$ cat config.mk
export PLATFORM = sky130hd
export DESIGN_NAME = tx_pattern_gen
export DESIGN_NICKNAME = d
export VERILOG_FILES = /design/src/rtl/tx_pattern_gen.sv
export SDC_FILE = /design/constraint.sdc
export NUM_CORES = 1
export LEC_CHECK = 0
export ABC_CLOCK_PERIOD_IN_PS = 3430
export CAP_MARGIN = 20
export CELL_PAD_IN_SITES_DETAIL_PLACEMENT = 0
export CELL_PAD_IN_SITES_GLOBAL_PLACEMENT = 1
export CORE_MARGIN = 3
export CORE_UTILIZATION = 30
export DETAILED_ROUTE_END_ITERATION = 6
export PLACE_DENSITY = 0.8
export SLEW_MARGIN = 10
export SYNTH_ARGS = -nofsm -noshare
export SYNTH_HDL_FRONTEND = slang
export SYNTH_SLANG_ARGS = --single-unit
$ cat constraint.sdc
create_clock -name clk -period 3.43 [get_ports clk]
set_input_delay 0.5145 -clock clk [delete_from_list [all_inputs] [get_ports clk]]
set_output_delay 0.5145 -clock clk [all_outputs]
set_load 0.005 [all_outputs]
$ cat src/rtl/tx_pattern_gen.sv
// tx_pattern_gen: 16-bit TX test-pattern source (zero / fixed / clock / PRBS7-15-31) with a
// handshaked, bit-masked error-injection port. Define TX_PATGEN_INJ_SYNC_EN to add a 2-flop inj_req synchronizer.

module tx_pattern_gen #(
   parameter int          WIDTH    = 16,
   parameter logic [30:0] SEED_DEF = 31'h7FFF_FFFF
) (
   input  logic             clk,
   input  logic             rst_n,
   input  logic             en,
   input  logic [1:0]       mode,
   input  logic [1:0]       prbs_sel,
   input  logic [30:0]      seed,
   input  logic [WIDTH-1:0] fixed_word,
   input  logic             inj_req,
   input  logic [WIDTH-1:0] inj_mask,
   output logic [WIDTH-1:0] dout,
   output logic             dout_valid,
   output logic             inj_ack,
   output logic [15:0]      inj_cnt
);

   typedef enum logic [1:0] {
      ST_IDLE = 2'd0,
      ST_LOAD = 2'd1,
      ST_RUN  = 2'd2
   } state_t;

   localparam logic [1:0]       MODE_ZERO  = 2'b00;
   localparam logic [1:0]       MODE_FIXED = 2'b01;
   localparam logic [1:0]       MODE_CLOCK = 2'b10;
   localparam logic [1:0]       MODE_PRBS  = 2'b11;
   localparam logic [WIDTH-1:0] CLOCK_WORD = 16'hAAAA;

   // Active LFSR bits per polynomial; everything above is held at zero.
   function automatic logic [30:0] prbs_mask(input logic [1:0] sel);
      case (sel)
         2'b00:   return 31'h0000_007F;
         2'b01:   return 31'h0000_7FFF;
         default: return 31'h7FFF_FFFF;
      endcase
   endfunction

   state_t             state_q, state_d;
   logic [1:0]         mode_q, mode_d;
   logic [1:0]         sel_q, sel_d;
   logic [30:0]        lfsr_q, lfsr_d;
   logic [WIDTH-1:0]   dout_q, dout_d;
   logic               dout_valid_q, dout_valid_d;
   logic               inj_ack_q, inj_ack_d;
   logic [15:0]        inj_cnt_q, inj_cnt_d;
   logic               armed_q, armed_d;
   logic               inj_prev_q;

   logic               inj_src;
   logic               inj_rise;
   logic               produce;
   logic               inj_fire;
   logic               reseed_req;
   logic [30:0]        run_mask;
   logic [30:0]        load_mask;
   logic [30:0]        seed_masked;
   logic [30:0]        seed_load;
   logic [30:0]        lfsr_adv;
   logic [WIDTH-1:0]   prbs_word;
   logic [WIDTH-1:0]   pattern;
   logic               fb;

`ifdef TX_PATGEN_INJ_SYNC_EN
   logic [1:0] inj_sync_q;

   always_ff @(posedge clk) begin
      if (!rst_n) begin
         inj_sync_q <= '0;
      end else begin
         inj_sync_q <= {inj_sync_q[0], inj_req};
      end
   end

   assign inj_src = inj_sync_q[1];
`else
   assign inj_src = inj_req;
`endif

   assign run_mask    = prbs_mask(sel_q);
   assign load_mask   = prbs_mask(prbs_sel);
   assign seed_masked = seed & load_mask;
   assign seed_load   = (seed_masked == '0) ? (SEED_DEF & load_mask) : seed_masked;
   assign reseed_req  = (mode != mode_q) || (prbs_sel != sel_q);

   always_comb begin : fsm_next
      // NOTE: every always_comb output gets a default first so no path can infer a latch.
      state_d = state_q;
      unique case (state_q)
         ST_IDLE: if (en) state_d = ST_LOAD;
         ST_LOAD: state_d = en ? ST_RUN : ST_IDLE;
         ST_RUN: begin
            if (!en)             state_d = ST_IDLE;
            else if (reseed_req) state_d = ST_LOAD;
         end
         default: state_d = ST_IDLE;
      endcase
   end

   // Sixteen Fibonacci steps per clock; the first generated bit lands in the MSB.
   always_comb begin : prbs_gen
      lfsr_adv  = lfsr_q;
      prbs_word = '0;
      fb        = 1'b0;
      for (int i = WIDTH - 1; i >= 0; i--) begin
         unique case (sel_q)
            2'b00:   fb = lfsr_adv[6]  ^ lfsr_adv[5];
            2'b01:   fb = lfsr_adv[14] ^ lfsr_adv[13];
            default: fb = lfsr_adv[30] ^ lfsr_adv[27];
         endcase
         prbs_word[i] = fb;
         lfsr_adv     = {lfsr_adv[29:0], fb} & run_mask;
      end
   end

   always_comb begin : pattern_mux
      pattern = '0;
      unique case (mode_q)
         MODE_ZERO:  pattern = '0;
         MODE_FIXED: pattern = fixed_word;
         MODE_CLOCK: pattern = CLOCK_WORD;
         MODE_PRBS:  pattern = prbs_word;
         default:    pattern = '0;
      endcase
   end

   // A word is produced only on cycles that stay in RUN, so a reseed or stop beats injection.
   assign produce  = (state_q == ST_RUN) && (state_d == ST_RUN);
   assign inj_fire = produce && armed_q;
   assign inj_rise = inj_src && !inj_prev_q;

   always_comb begin : datapath_next
      mode_d       = mode_q;
      sel_d        = sel_q;
      lfsr_d       = lfsr_q;
      dout_d       = '0;
      dout_valid_d = 1'b0;
      inj_ack_d    = inj_fire;
      inj_cnt_d    = inj_cnt_q;
      armed_d      = inj_fire ? 1'b0 : (armed_q || inj_rise);

      if (state_q == ST_LOAD) begin
         mode_d = mode;
         sel_d  = prbs_sel;
         lfsr_d = seed_load;
      end else if (produce && (mode_q == MODE_PRBS)) begin
         lfsr_d = lfsr_adv;
      end

      if (produce) begin
         dout_valid_d = 1'b1;
         dout_d       = inj_fire ? (pattern ^ inj_mask) : pattern;
      end

      if (inj_fire && (inj_cnt_q != 16'hFFFF)) begin
         inj_cnt_d = inj_cnt_q + 16'd1;
      end
   end

   always_ff @(posedge clk) begin
      // NOTE: sequential state uses non-blocking assignments so every flop samples pre-edge values.
      if (!rst_n) begin
         state_q      <= ST_IDLE;
         mode_q       <= MODE_ZERO;
         sel_q        <= 2'b00;
         lfsr_q       <= SEED_DEF;
         dout_q       <= '0;
         dout_valid_q <= 1'b0;
         inj_ack_q    <= 1'b0;
         inj_cnt_q    <= '0;
         armed_q      <= 1'b0;
         inj_prev_q   <= 1'b0;
      end else begin
         state_q      <= state_d;
         mode_q       <= mode_d;
         sel_q        <= sel_d;
         lfsr_q       <= lfsr_d;
         dout_q       <= dout_d;
         dout_valid_q <= dout_valid_d;
         inj_ack_q    <= inj_ack_d;
         inj_cnt_q    <= inj_cnt_d;
         armed_q      <= armed_d;
         inj_prev_q   <= inj_src;
      end
   end

   assign dout       = dout_q;
   assign dout_valid = dout_valid_q;
   assign inj_ack    = inj_ack_q;
   assign inj_cnt    = inj_cnt_q;

endmodule

==> results of run 1 <==
-- worst max path at each step --
| stage | end | slack (ps) | depth (start not counted) |
|---|---|---|---|
| final | lfsr_q[25] | 950 | 8 |
| after global routing | lfsr_q[25] | 700 | 8 |
| after CTS | lfsr_q[25] | 950 | 8 |
| after detailed placement | lfsr_q[25] | 670 | 8 |
| after global placement | lfsr_q[20] | 700 | 8 |
| after floorplan | lfsr_q[16] | 1540 | 7 |
-- routing by layer --
metal	part of all wire [%]	wire length, um	vias up	GRT usage (%)
li1	-	-	2103	-
met1	48	6710	2000	25.5
met2	41	5770	197	24.2
met3	8.6	1200	20	3.58
met4	2.0	275	0	6.69
met5	0	0	-	0
-- cell families (layout without fill, tap and decap cells) --
| logic type | Yosys count | after routing |
|---|---|---|
| xor gates and xnor gates | 73 | 73 |
| adders and majority gates | 1 | 1 |
| buffers and inverters | 51 | 136 |
| muxes | 9 | 9 |
| and+or+nand+nor | 229 | 229 |
| DFF | 73 | 73 |
| AOI/OAI and AO/OA | 126 | 126 |
-- cell type report --
cell class	count	area (um^2)	share of cell area, %
inverter	4	15.0	0.256
timing repair buffer	116	1130	19.3
tap	180	225	3.85
sequential	73	1460	25.0
multi-input combinational	438	2690	45.9
clock buffer	11	233	3.98
clock inverter	5	104	1.77
-- synthesized netlist by cell type, types with 2 or more instances --
| library cell | instances | share of area, % |
|---|---|---|
| and2_0 | 2 | 0.29 |
| xnor2_2 | 2 | 0.74 |
| o211ai_1 | 7 | 1.2 |
| nand3_1 | 17 | 1.9 |
| o31ai_1 | 2 | 0.34 |
| o2111ai_1 | 3 | 0.60 |
| a31oi_1 | 3 | 0.43 |
| clkbuf_2 | 2 | 0.23 |
| or2_2 | 2 | 0.29 |
| a22o_1 | 2 | 0.40 |
| a211o_1 | 3 | 0.60 |
| and3_1 | 28 | 4.0 |
| mux2i_1 | 7 | 1.6 |
| inv_1 | 3 | 0.26 |
| xnor2_1 | 37 | 7.4 |
| or3_1 | 5 | 0.71 |
| buf_4 | 3 | 0.51 |
| nand2_1 | 68 | 5.8 |
| buf_2 | 17 | 1.9 |
| a22oi_1 | 6 | 1.0 |
| mux2_2 | 2 | 0.51 |
| nor4_1 | 9 | 1.3 |
| a211oi_1 | 3 | 0.51 |
| a32oi_1 | 3 | 0.60 |
| nand4_1 | 9 | 1.3 |
| o21ai_0 | 43 | 4.9 |
| a21oi_1 | 29 | 3.3 |
| and2_1 | 6 | 0.86 |
| o21ai_1 | 12 | 1.4 |
| nor2_1 | 57 | 4.9 |
| nor2b_1 | 9 | 1.3 |
| xor2_1 | 33 | 6.6 |
| nand3b_1 | 4 | 0.69 |
| dfxtp_1 | 73 | 33 |
| buf_6 | 2 | 0.51 |
| nor3_1 | 5 | 0.57 |
| o211a_1 | 4 | 0.91 |
| clkbuf_1 | 22 | 1.9 |
| nor3_2 | 2 | 0.46 |
-- layout by cell type, fill, tap and decap left out, drive strengths merged, types with 4 or more instances in the layout --
master	netlist	final
a211oi	4	4
nand4	9	9
nor2	58	58
and3	28	28
dfxtp	73	73
nor4	9	9
nand3b	4	4
nand2	68	68
xnor2	39	39
o211ai	7	7
nand3	18	18
o211a	4	4
o21ai	55	55
nor2b	9	9
mux2i	7	7
nor3	7	7
clkbuf	24	12
a21oi	29	29
xor2	33	33
and2	8	8
clkdlybuf4s50	0	104
buf	23	11
a22oi	6	6
or3	6	6
-- through the flow --
stage | hold WS [ps] | utilization (%)
3_5_place_dp | 483 | 39.1
2_1_floorplan | 470 | -
3_3_place_gp | 473 | 39.1
6_report | 483 | 41.5
4_1_cts | 490 | 41.5
5_1_grt | 529 | 41.5
-- power breakdown --
group	switching [W]	total (W)	internal, W	leakage (nW)
Combinational	0.000184	0.000373	0.000189	1.38
Sequential	0.0000479	0.000925	0.000877	0.595
Clock	0.000367	0.00108	0.000711	0.164
-- worst register-to-register path, stage by stage (launching register included) --
cell	delay, ps
dfxtp_1	360
buf_4	270
and2_1	430
nand2_1	150
or3_4	470
nand2_1	110
buf_4	280
and3_1	200
o21ai_0	90
-- flip-flops by register name (all words and copies together), names as in the netlist --
signal / cells
lfsr_q: 31
dout: 16
inj_ack: 1
armed_q: 1
dout_valid: 1
sel_q: 2
inj_cnt: 16
state_q: 2
inj_prev_q: 1
mode_q: 2
==> run summary, run 1 <==
Run status = completed
DIE HEIGHT = 127 um
CTS tree = yes
Worst-Margin Slew = 756 ps
CP Max Fanout = 32
Hold_sp = mode_q[1]
Clock latency at the later pin of the worst-skew pair = 350 ps
CTS Sinks = 73
Die footprint = 16100 um^2
Total gr overflow = 0
Total track usage = 17.2%
Leak pwr = 2.14 nW
Share of cells above drive strength 1 = 6.34%
Hold Fails Final Rpt = 0
Final Cell Area = 5850 um^2
Clock period minus worst slack = 2480 ps
Yosys warns = 0
CP Buf/Inv Count = 2
Slew Viols, Final = 0
FMAX = 0.404 GHz
Compound-gate portion of the synthesized area = 17.9%
DR vias/cell = 5.22
Maximum vdd drop = 232 uV
Postcts setup bufs = 0
Asr flop ratio synth = 0%
GP Congestion = 0.909
Worst hold path class = register to register
Final HPWL DP = 10400 um
Mux cell area share after synthesis = 2.11%
Core Area = 14100 um^2
CTS Hold Bufs = 0
Setup ws final = 953 ps
Worst relative slew slack = 49.0%
Post-Synth Simple-Gate Area = 25.5%
CTS max path bufs = 2
Register area share after synthesis = 33.4%
Row count = 43
R2R Setup Slk = 950 ps
I/O Pins = 105
Skew final = 8.13 ps
Startpoint types = register
Clock root buffer = clkbuf_16
CP Launch Point = mode_q[1]
Req. time, crit path = 3640 ps
RSZ-0062 raised after global routing = false
Final worst path period share = 72.2%
Critical path class = register to register
Largest stage delay, worst path = 470 ps
Family with the most delay on the worst path = simple AND/OR/NAND/NOR gates
Fillers = 1401
Adder-cell share of the synthesized area = 0.286%
Synthesized cell area = 4380 um^2
Worst R2R Start = mode_q[1]
Capturing point of the worst reg2reg path = lfsr_q[25]
Cell count after synthesis = 562
Largest net degree at the start of global routing = 34
Max-Cap Viols = 0
Post-synth EDFFs = 0
DR iter-0 viols = 337
DRC = 0
Fin cells = 827
Routed WL = 14000 um
Critical path, cell by cell = buf_4, and2_1, nand2_1, or3_4, nand2_1, buf_4, and3_1, o21ai_0
Placed cell areas = 5510 um^2
Largest family of logic cells by synthesized area = simple AND/OR/NAND/NOR gates
Vias in the first global route = 3973
Post-Synth XOR/XNOR Area = 15.3%
Final setup fails = 0
Area Overhead vs Synth = 33.7%
R2r worst-path depth = 8
Initial antenna violation count = 0
Via count = 4320
#FFs+latches synth = 73
CTS clk-pin slew, worst paths = 60 ps
Initial Utilization = 31.1%
CP Capture Type = register
Antenna viol nets, final = 0
Mean Syn Cell Area = 7.79 um^2
Post-CTS resize count = 0
TritonCTS buffer count = 9
WL/cell = 16.9 um
Detailed Routing Iterations Pass 1 = 5
Post-synth top flop = dfxtp_1
TNS Setup = 0 ps
Slowest stage cell on the critical path = or3_4
Buffers on Ports = 104
H-tree levels = 3
Power Total = 0.00238 W
Die X = 127 um
Hold path cells = 2
Setup WS pre-CTS = 667 ps
Ant. Diodes = 0
# nets final = 714
Worst EP arrival = 2680 ps
P per Cell Area = 406 nW/um^2
Placed Cells = 810
Worst Hold Endpoint = mode_q[1]
Global-route wire length before repair = 21900 um
Post-synth net total = 634
Synth unique cells = 55
(Power assumes the default switching activity.)
==> run 2: changes to the inputs <==
--- a/config.mk
+++ b/config.mk
@@ -5,7 +5,7 @@
 export SDC_FILE = /design/constraint.sdc
 export NUM_CORES = 1
 export LEC_CHECK = 0
-export ABC_CLOCK_PERIOD_IN_PS = 3430
+export ABC_CLOCK_PERIOD_IN_PS = 2570
 export CAP_MARGIN = 20
 export CELL_PAD_IN_SITES_DETAIL_PLACEMENT = 0
 export CELL_PAD_IN_SITES_GLOBAL_PLACEMENT = 1
==> constraint.sdc (replaced) <==
create_clock -name clk -period 2.57 [get_ports clk]
set_input_delay 0.3855 -clock clk [delete_from_list [all_inputs] [get_ports clk]]
set_output_delay 0.3855 -clock clk [all_outputs]
set_load 0.005 [all_outputs]
==> run 2 against run 1 <==
- first-iteration DRC count grew 7.1%
- critical path depth shrank 2
- highest routed layer unchanged
- core utilization grew 0.76 points
- routed wire length shrank 0.60%
- flip-flop and latch count is the same
- setup slack lost 460 ps
- critical path type unchanged
==> run summary, run 2 (synthesized netlist as in run 1, its figures left out) <==
Run status = completed
Max-Cap Viols = 0 (unchanged)
Final Core Density = 42.3% (+0.76 points)
Maximum vdd drop = 286 uV (+23%)
Final worst path period share = 81.0% (+8.8 points)
Clock root buffer = clkbuf_16
FMAX = 0.480 GHz (+19%)
Hold Fails Final Rpt = 0 (unchanged)
Hold slack = 494 ps (+10.5 ps)
Top reg by flops = lfsr_q
CTS Hold Bufs = 0 (unchanged)
Leak pwr = 2.20 nW (+2.9%)
Req. time, crit path = 2830 ps (-810 ps)
Row count = 43 (unchanged)
Startpoint types = register
Share of cells above drive strength 1 = 8.62% (+2.3 points)
Most common cell after layout, fill and taps aside = clkdlybuf4s50_1
TNS Setup = 0 ps (unchanged)
Clock period minus worst slack = 2080 ps (-395 ps)
Worst EP arrival = 2340 ps (-340 ps)
GR met1 Demand/Resource = 25.2% (-0.32 points)
Core Area = 14100 um^2 (unchanged)
Family with the most delay on the worst path = compound AO/OA/AOI/OAI gates
Die X = 127 um (unchanged)
CTS max path bufs = 2 (unchanged)
Critical path class = register to register
Total track usage = 17.0% (-0.23 points)
Clock latency at the later pin of the worst-skew pair = 340 ps (about the same)
Slowest stage cell on the critical path = dfxtp_1
Post-CTS resize count = 0 (unchanged)
Largest stage delay, worst path = 600 ps (+130 ps)
Final HPWL DP = 10700 um (+2.4%)
Area Overhead vs Synth = 36.1%
Total gr overflow = 0 (unchanged)
TritonCTS buffer count = 9 (unchanged)
Busiest grt layer = met1
Placed Cells = 826 (+2.0%)
Slew Viols, Final = 0 (unchanged)
P per Cell Area = 507 nW/um^2 (+25%)
Critical path, cell by cell = mux2i_1, xnor2_2, xor2_1, a211oi_1, o211ai_1, a21oi_1
CTS tree = yes
DIE HEIGHT = 127 um (unchanged)
CTS clk-pin slew, worst paths = 60 ps (about the same)
Worst-Margin Slew = 647 ps (-109 ps)
CTS Sinks = 73 (unchanged)
DR iter-0 viols = 361 (+7.1%)
Antenna viol nets, final = 0 (unchanged)
H-tree levels = 3 (unchanged)
CP Capture Type = register
Worst hold path class = register to register
Routed WL = 13900 um (-0.60%)
Met2 usage = 24.5% (+0.25 points)
Max FFs per register = 31 (unchanged)
Global-route wire length before repair = 21700 um (-0.69%)
Final setup fails = 0 (unchanged)
Buffers on Ports = 104 (unchanged)
Detailed Routing Iterations Pass 1 = 5 (unchanged)
# nets final = 729 (+2.1%)
Fin cells = 841 (+1.7%)
Worst relative slew slack = 56.4% (+7.5 points)
Most frequent cells in the layout = 104 x clkdlybuf4s50_1, 73 x dfxtp_1, 68 x nand2_1
I/O Pins = 105 (unchanged)
Postcts setup bufs = 0 (unchanged)
Die footprint = 16100 um^2 (unchanged)
Largest net degree at the start of global routing = 34 (unchanged)
Vias in the first global route = 4033 (+1.5%)
Initial Utilization = 31.1% (unchanged)
GP Congestion = 0.933 (+2.6%)
Setup ws final = 488 ps (-465 ps)
WL/cell = 16.5 um (-2.3%)
RSZ-0062 raised after global routing = false
CP Buf/Inv Count = 0 (-2)
CP Max Fanout = 9 (-72%)
Skew final = 7.14 ps (-0.997 ps)
Ant. Diodes = 0 (unchanged)
Setup WS pre-CTS = 140 ps (-527 ps)
GR Util met3 = 2.99% (-0.59 points)
DR vias/cell = 5.11 (-2.1%)
Initial antenna violation count = 0 (unchanged)
Via count = 4300 (-0.46%)
DRC = 0 (unchanged)
[run 2: routing by layer]
metal,routed length [um],vias to the layer above
li1,-,2133
met1,6740,1980
met2,5910,169
met3,945,18
met4,285,0
met5,0,-
[run 2: worst paths after layout]
kind	slack [ps]	startpoint	depth (start not counted)	endpoint
min	490	mode_q[1]	2	mode_q[1]
max	490	sel_q[0]	6	dout[1]
max reg2reg	490	sel_q[0]	6	dout[1]
min reg2reg	490	mode_q[1]	2	mode_q[1]
[run 2: where the power goes]
| group | switching [W] | total [W] | leakage [nW] | internal, W |
|---|---|---|---|---|
| registers | 0.0000638 | 0.00123 | 0.595 | 0.00117 |
| logic | 0.000253 | 0.000518 | 1.46 | 0.000266 |
| clock network | 0.000472 | 0.00127 | 0.148 | 0.000800 |
[run 2: per-stage QoR]
| step | power [W] | cell area [um^2] |
|---|---|---|
| after floorplan | 0.00153 | 4380 |
| after global placement | 0.00176 | 5660 |
| after detailed placement | 0.00177 | 5660 |
| after CTS | 0.00304 | 5960 |
| after global routing | 0.00313 | 5960 |
| final | 0.00302 | 5960 |
[run 2: worst min-delay path, stage by stage, from the launching register on]
cell and delay (ps):
dfxtp_1 330, nand2_1 60, a21oi_1 60
[run 2: final cells by class]
class	instances	area, um^2
Fill cell	1421	8130
Multi-Input combinational cell	438	2690
Sequential cell	73	1460
Timing Repair Buffer	131	1270
Clock buffer	11	253
Tap cell	180	225
Clock inverter	4	51.3
Inverter	4	15.0
==> run 3: changes to the inputs <==
--- a/config.mk
+++ b/config.mk
@@ -5,14 +5,14 @@
 export SDC_FILE = /design/constraint.sdc
 export NUM_CORES = 1
 export LEC_CHECK = 0
-export ABC_CLOCK_PERIOD_IN_PS = 2570
+export ABC_CLOCK_PERIOD_IN_PS = 1700
 export CAP_MARGIN = 20
 export CELL_PAD_IN_SITES_DETAIL_PLACEMENT = 0
 export CELL_PAD_IN_SITES_GLOBAL_PLACEMENT = 1
 export CORE_MARGIN = 3
 export CORE_UTILIZATION = 30
 export DETAILED_ROUTE_END_ITERATION = 6
-export PLACE_DENSITY = 0.8
+export PLACE_DENSITY = 0.82
 export SLEW_MARGIN = 10
 export SYNTH_ARGS = -nofsm -noshare
 export SYNTH_HDL_FRONTEND = slang
==> constraint.sdc (replaced) <==
create_clock -name clk -period 1.7 [get_ports clk]
set_input_delay 0.255 -clock clk [delete_from_list [all_inputs] [get_ports clk]]
set_output_delay 0.255 -clock clk [all_outputs]
set_load 0.005 [all_outputs]
==> run 3 against run 2 <==
- combinational power up 120%
- flip-flop and latch count unchanged
- via count up 11%
- critical path type unchanged
- highest routed layer unchanged
- the flow now finishes with violations (negative setup slack)
==> run summary, run 3 (synthesized netlist as in run 1, its figures left out) <==
Run status = finished, violations left
Violated checks = negative setup slack
R2r worst-path depth = 7 (+1)
CTS Sinks = 73 (unchanged)
Largest stage delay, worst path = 460 ps (-140 ps)
Critical path class = register to register
Hold slack = 243 ps (-250 ps)
Skew final = 7.32 ps (+0.179 ps)
P per Cell Area = 653 nW/um^2 (+29%)
Final HPWL DP = 11600 um (+9.0%)
DIE HEIGHT = 127 um (unchanged)
Total track usage = 18.9% (+2.0 points)
Share of cells above drive strength 1 = 30.5% (+22 points)
CTS clk-pin slew, worst paths = 60 ps (about the same)
Capturing point of the worst reg2reg path = lfsr_q[6]
Via count = 4756 (+11%)
CP Launch Point = sel_q[0]
Maximum vdd drop = 459 uV (+61%)
Top reg by flops = lfsr_q
Core Area = 14100 um^2 (unchanged)
Clock power frac = 37.3% (-4.8 points)
Max-Cap Viols = 0 (unchanged)
WL/cell = 16.8 um (+2.1%)
Hold Fails Final Rpt = 0 (unchanged)
Global-route wire length before repair = 24500 um (+13%)
DR vias/cell = 5.08 (-0.73%)
Die X = 127 um (unchanged)
TritonCTS buffer count = 9 (unchanged)
Largest net degree at the start of global routing = 34 (unchanged)
CP Capture Type = register
Combinational group share of total power = 23.9% (+6.8 points)
Switching share of power = 28.4% (+2.4 points)
Total gr overflow = 0 (unchanged)
CP Max Fanout = 8 (-1)
Register share of total power = 38.8% (-2.0 points)
DRC = 0 (unchanged)
Worst EP arrival = 2060 ps (-280 ps)
CTS tree = yes
CTS max path bufs = 2 (unchanged)
Row count = 43 (unchanged)
Initial Utilization = 31.1% (unchanged)
Initial antenna violation count = 0 (unchanged)
DR iter-0 viols = 355 (-1.7%)
Antenna viol nets, final = 0 (unchanged)
Die footprint = 16100 um^2 (unchanged)
Slowest stage cell on the critical path = or3_4
R2R Setup Slk = -150 ps (-640 ps)
Most common cell after layout, fill and taps aside = buf_4
I/O Pins = 105 (unchanged)
Worst R2R Start = sel_q[0]
# nets final = 824 (+13%)
Worst hold path class = input pin to register
Setup ws final = -148 ps (-636 ps)
Routed WL = 15800 um (+14%)
Fillers = 1286 (-9.5%)
Final setup fails = 49 (+49)
Capture point of the critical path = lfsr_q[6]
GP Congestion = 0.934 (+0.17%)
Max FFs per register = 31 (unchanged)
Clock root buffer = clkbuf_16
H-tree levels = 3 (unchanged)
Req. time, crit path = 1910 ps (-920 ps)
TNS Setup = -3150 ps (-3150 ps)
Worst-Margin Slew = 449 ps (-198 ps)
Critical path, cell by cell = xnor2_2, nand3_2, or3_4, buf_12, and2_4, o31ai_2, nand2_1
Buffers on Ports = 104 (unchanged)
Slew Viols, Final = 0 (unchanged)
Leak pwr = 2.94 nW (+33%)
FMAX = 0.541 GHz (+13%)
Worst relative slew slack = 69.9% (+13 points)
Area Overhead vs Synth = 66.4%
Detailed Routing Iterations Pass 1 = 5 (unchanged)
Clock latency at the later pin of the worst-skew pair = 340 ps (about the same)
Final worst path period share = 109% (+28 points)
P_sw = 0.00135 W (+72%)
Clock period minus worst slack = 1850 ps (-234 ps)
RSZ-0062 raised after global routing = true
Vias in the first global route = 4668 (+16%)
Internal = 0.00340 W (+52%)
Startpoint types = register
Ant. Diodes = 0 (unchanged)
Most frequent cells in the layout = 103 x buf_4, 74 x clkdlybuf4s50_1, 68 x dfxtp_1
run 3: cell type report:
type | instances | area, um^2 | area share, %
clock buffers | 12 | 246 | 3.38
clock inverters | 4 | 28.8 | 0.395
inverters | 4 | 15.0 | 0.206
multi-input cells | 438 | 3230 | 44.3
flip-flops and latches | 73 | 1470 | 20.2
well taps | 180 | 225 | 3.09
repair buffers | 226 | 2070 | 28.4
run 3: worst max-delay path, delay by kind of cell, from the launching register on:
| family | cells | cell delay (ps) |
|---|---|---|
| simple gates | 4 | 810 |
| flops | 1 | 400 |
| xor+xnor | 1 | 190 |
| buf+inv | 1 | 170 |
| compound gates | 1 | 160 |
run 3: how the worst min path moves through the flow:
stage,from,to,slack [ps],depth (start not counted)
CTS,mode[0],mode_q[0],370,3
detailed placement,inj_cnt[1],inj_cnt[1],490,2
global placement,mode_q[0],mode_q[0],470,2
floorplan,inj_req,inj_prev_q,380,1
finish,en,state_q[1],240,2
global route,en,state_q[1],270,2
run 3: repair_timing:
| item | in CTS | in global routing |
|---|---|---|
| cloned | 4 | 0 |
| buffers inserted | 8 | 8 |
| pin swaps | 32 | 43 |
| gates resized for setup | 89 | 67 |
| endpoints found under the setup margin | 64 | 63 |
| hold buffers | 0 | 0 |
run 3: routing by layer:
| metal | wire length [um] | up-vias | global-route usage [%] | share of wire, % |
|---|---|---|---|---|
| met5 | 0 | - | 0 | 0 |
| met4 | 253 | 0 | 5.68 | 1.6 |
| met3 | 1040 | 19 | 3.58 | 6.6 |
| met2 | 7330 | 185 | 30.2 | 46 |
| met1 | 7150 | 2220 | 26.0 | 45 |
| li1 | - | 2332 | - | - |
run 3: stage by stage:
stage / utilization (%) / std cells / area, um^2 / total power, W / worst slack [ps]
after floorplan: - / 562 / 4440 / 0.00233 / -59.4
after global placement: 45.0 / 906 / 6340 / 0.00283 / -537
after detailed placement: 45.0 / 906 / 6340 / 0.00284 / -555
after CTS: 49.3 / 933 / 6950 / 0.00466 / -122
after global routing: 51.7 / 937 / 7290 / 0.00493 / -219
final: 51.7 / 937 / 7290 / 0.00476 / -148
run 3: power groups by stage:
stage                     combinational (W)  clock, W  sequential [W]
after floorplan                    0.000484         0         0.00185
after global placement             0.000958         0         0.00187
after detailed placement           0.000960         0         0.00188
after CTS                           0.00103   0.00179         0.00184
after global routing                0.00122   0.00186         0.00185
final                               0.00113   0.00177         0.00185
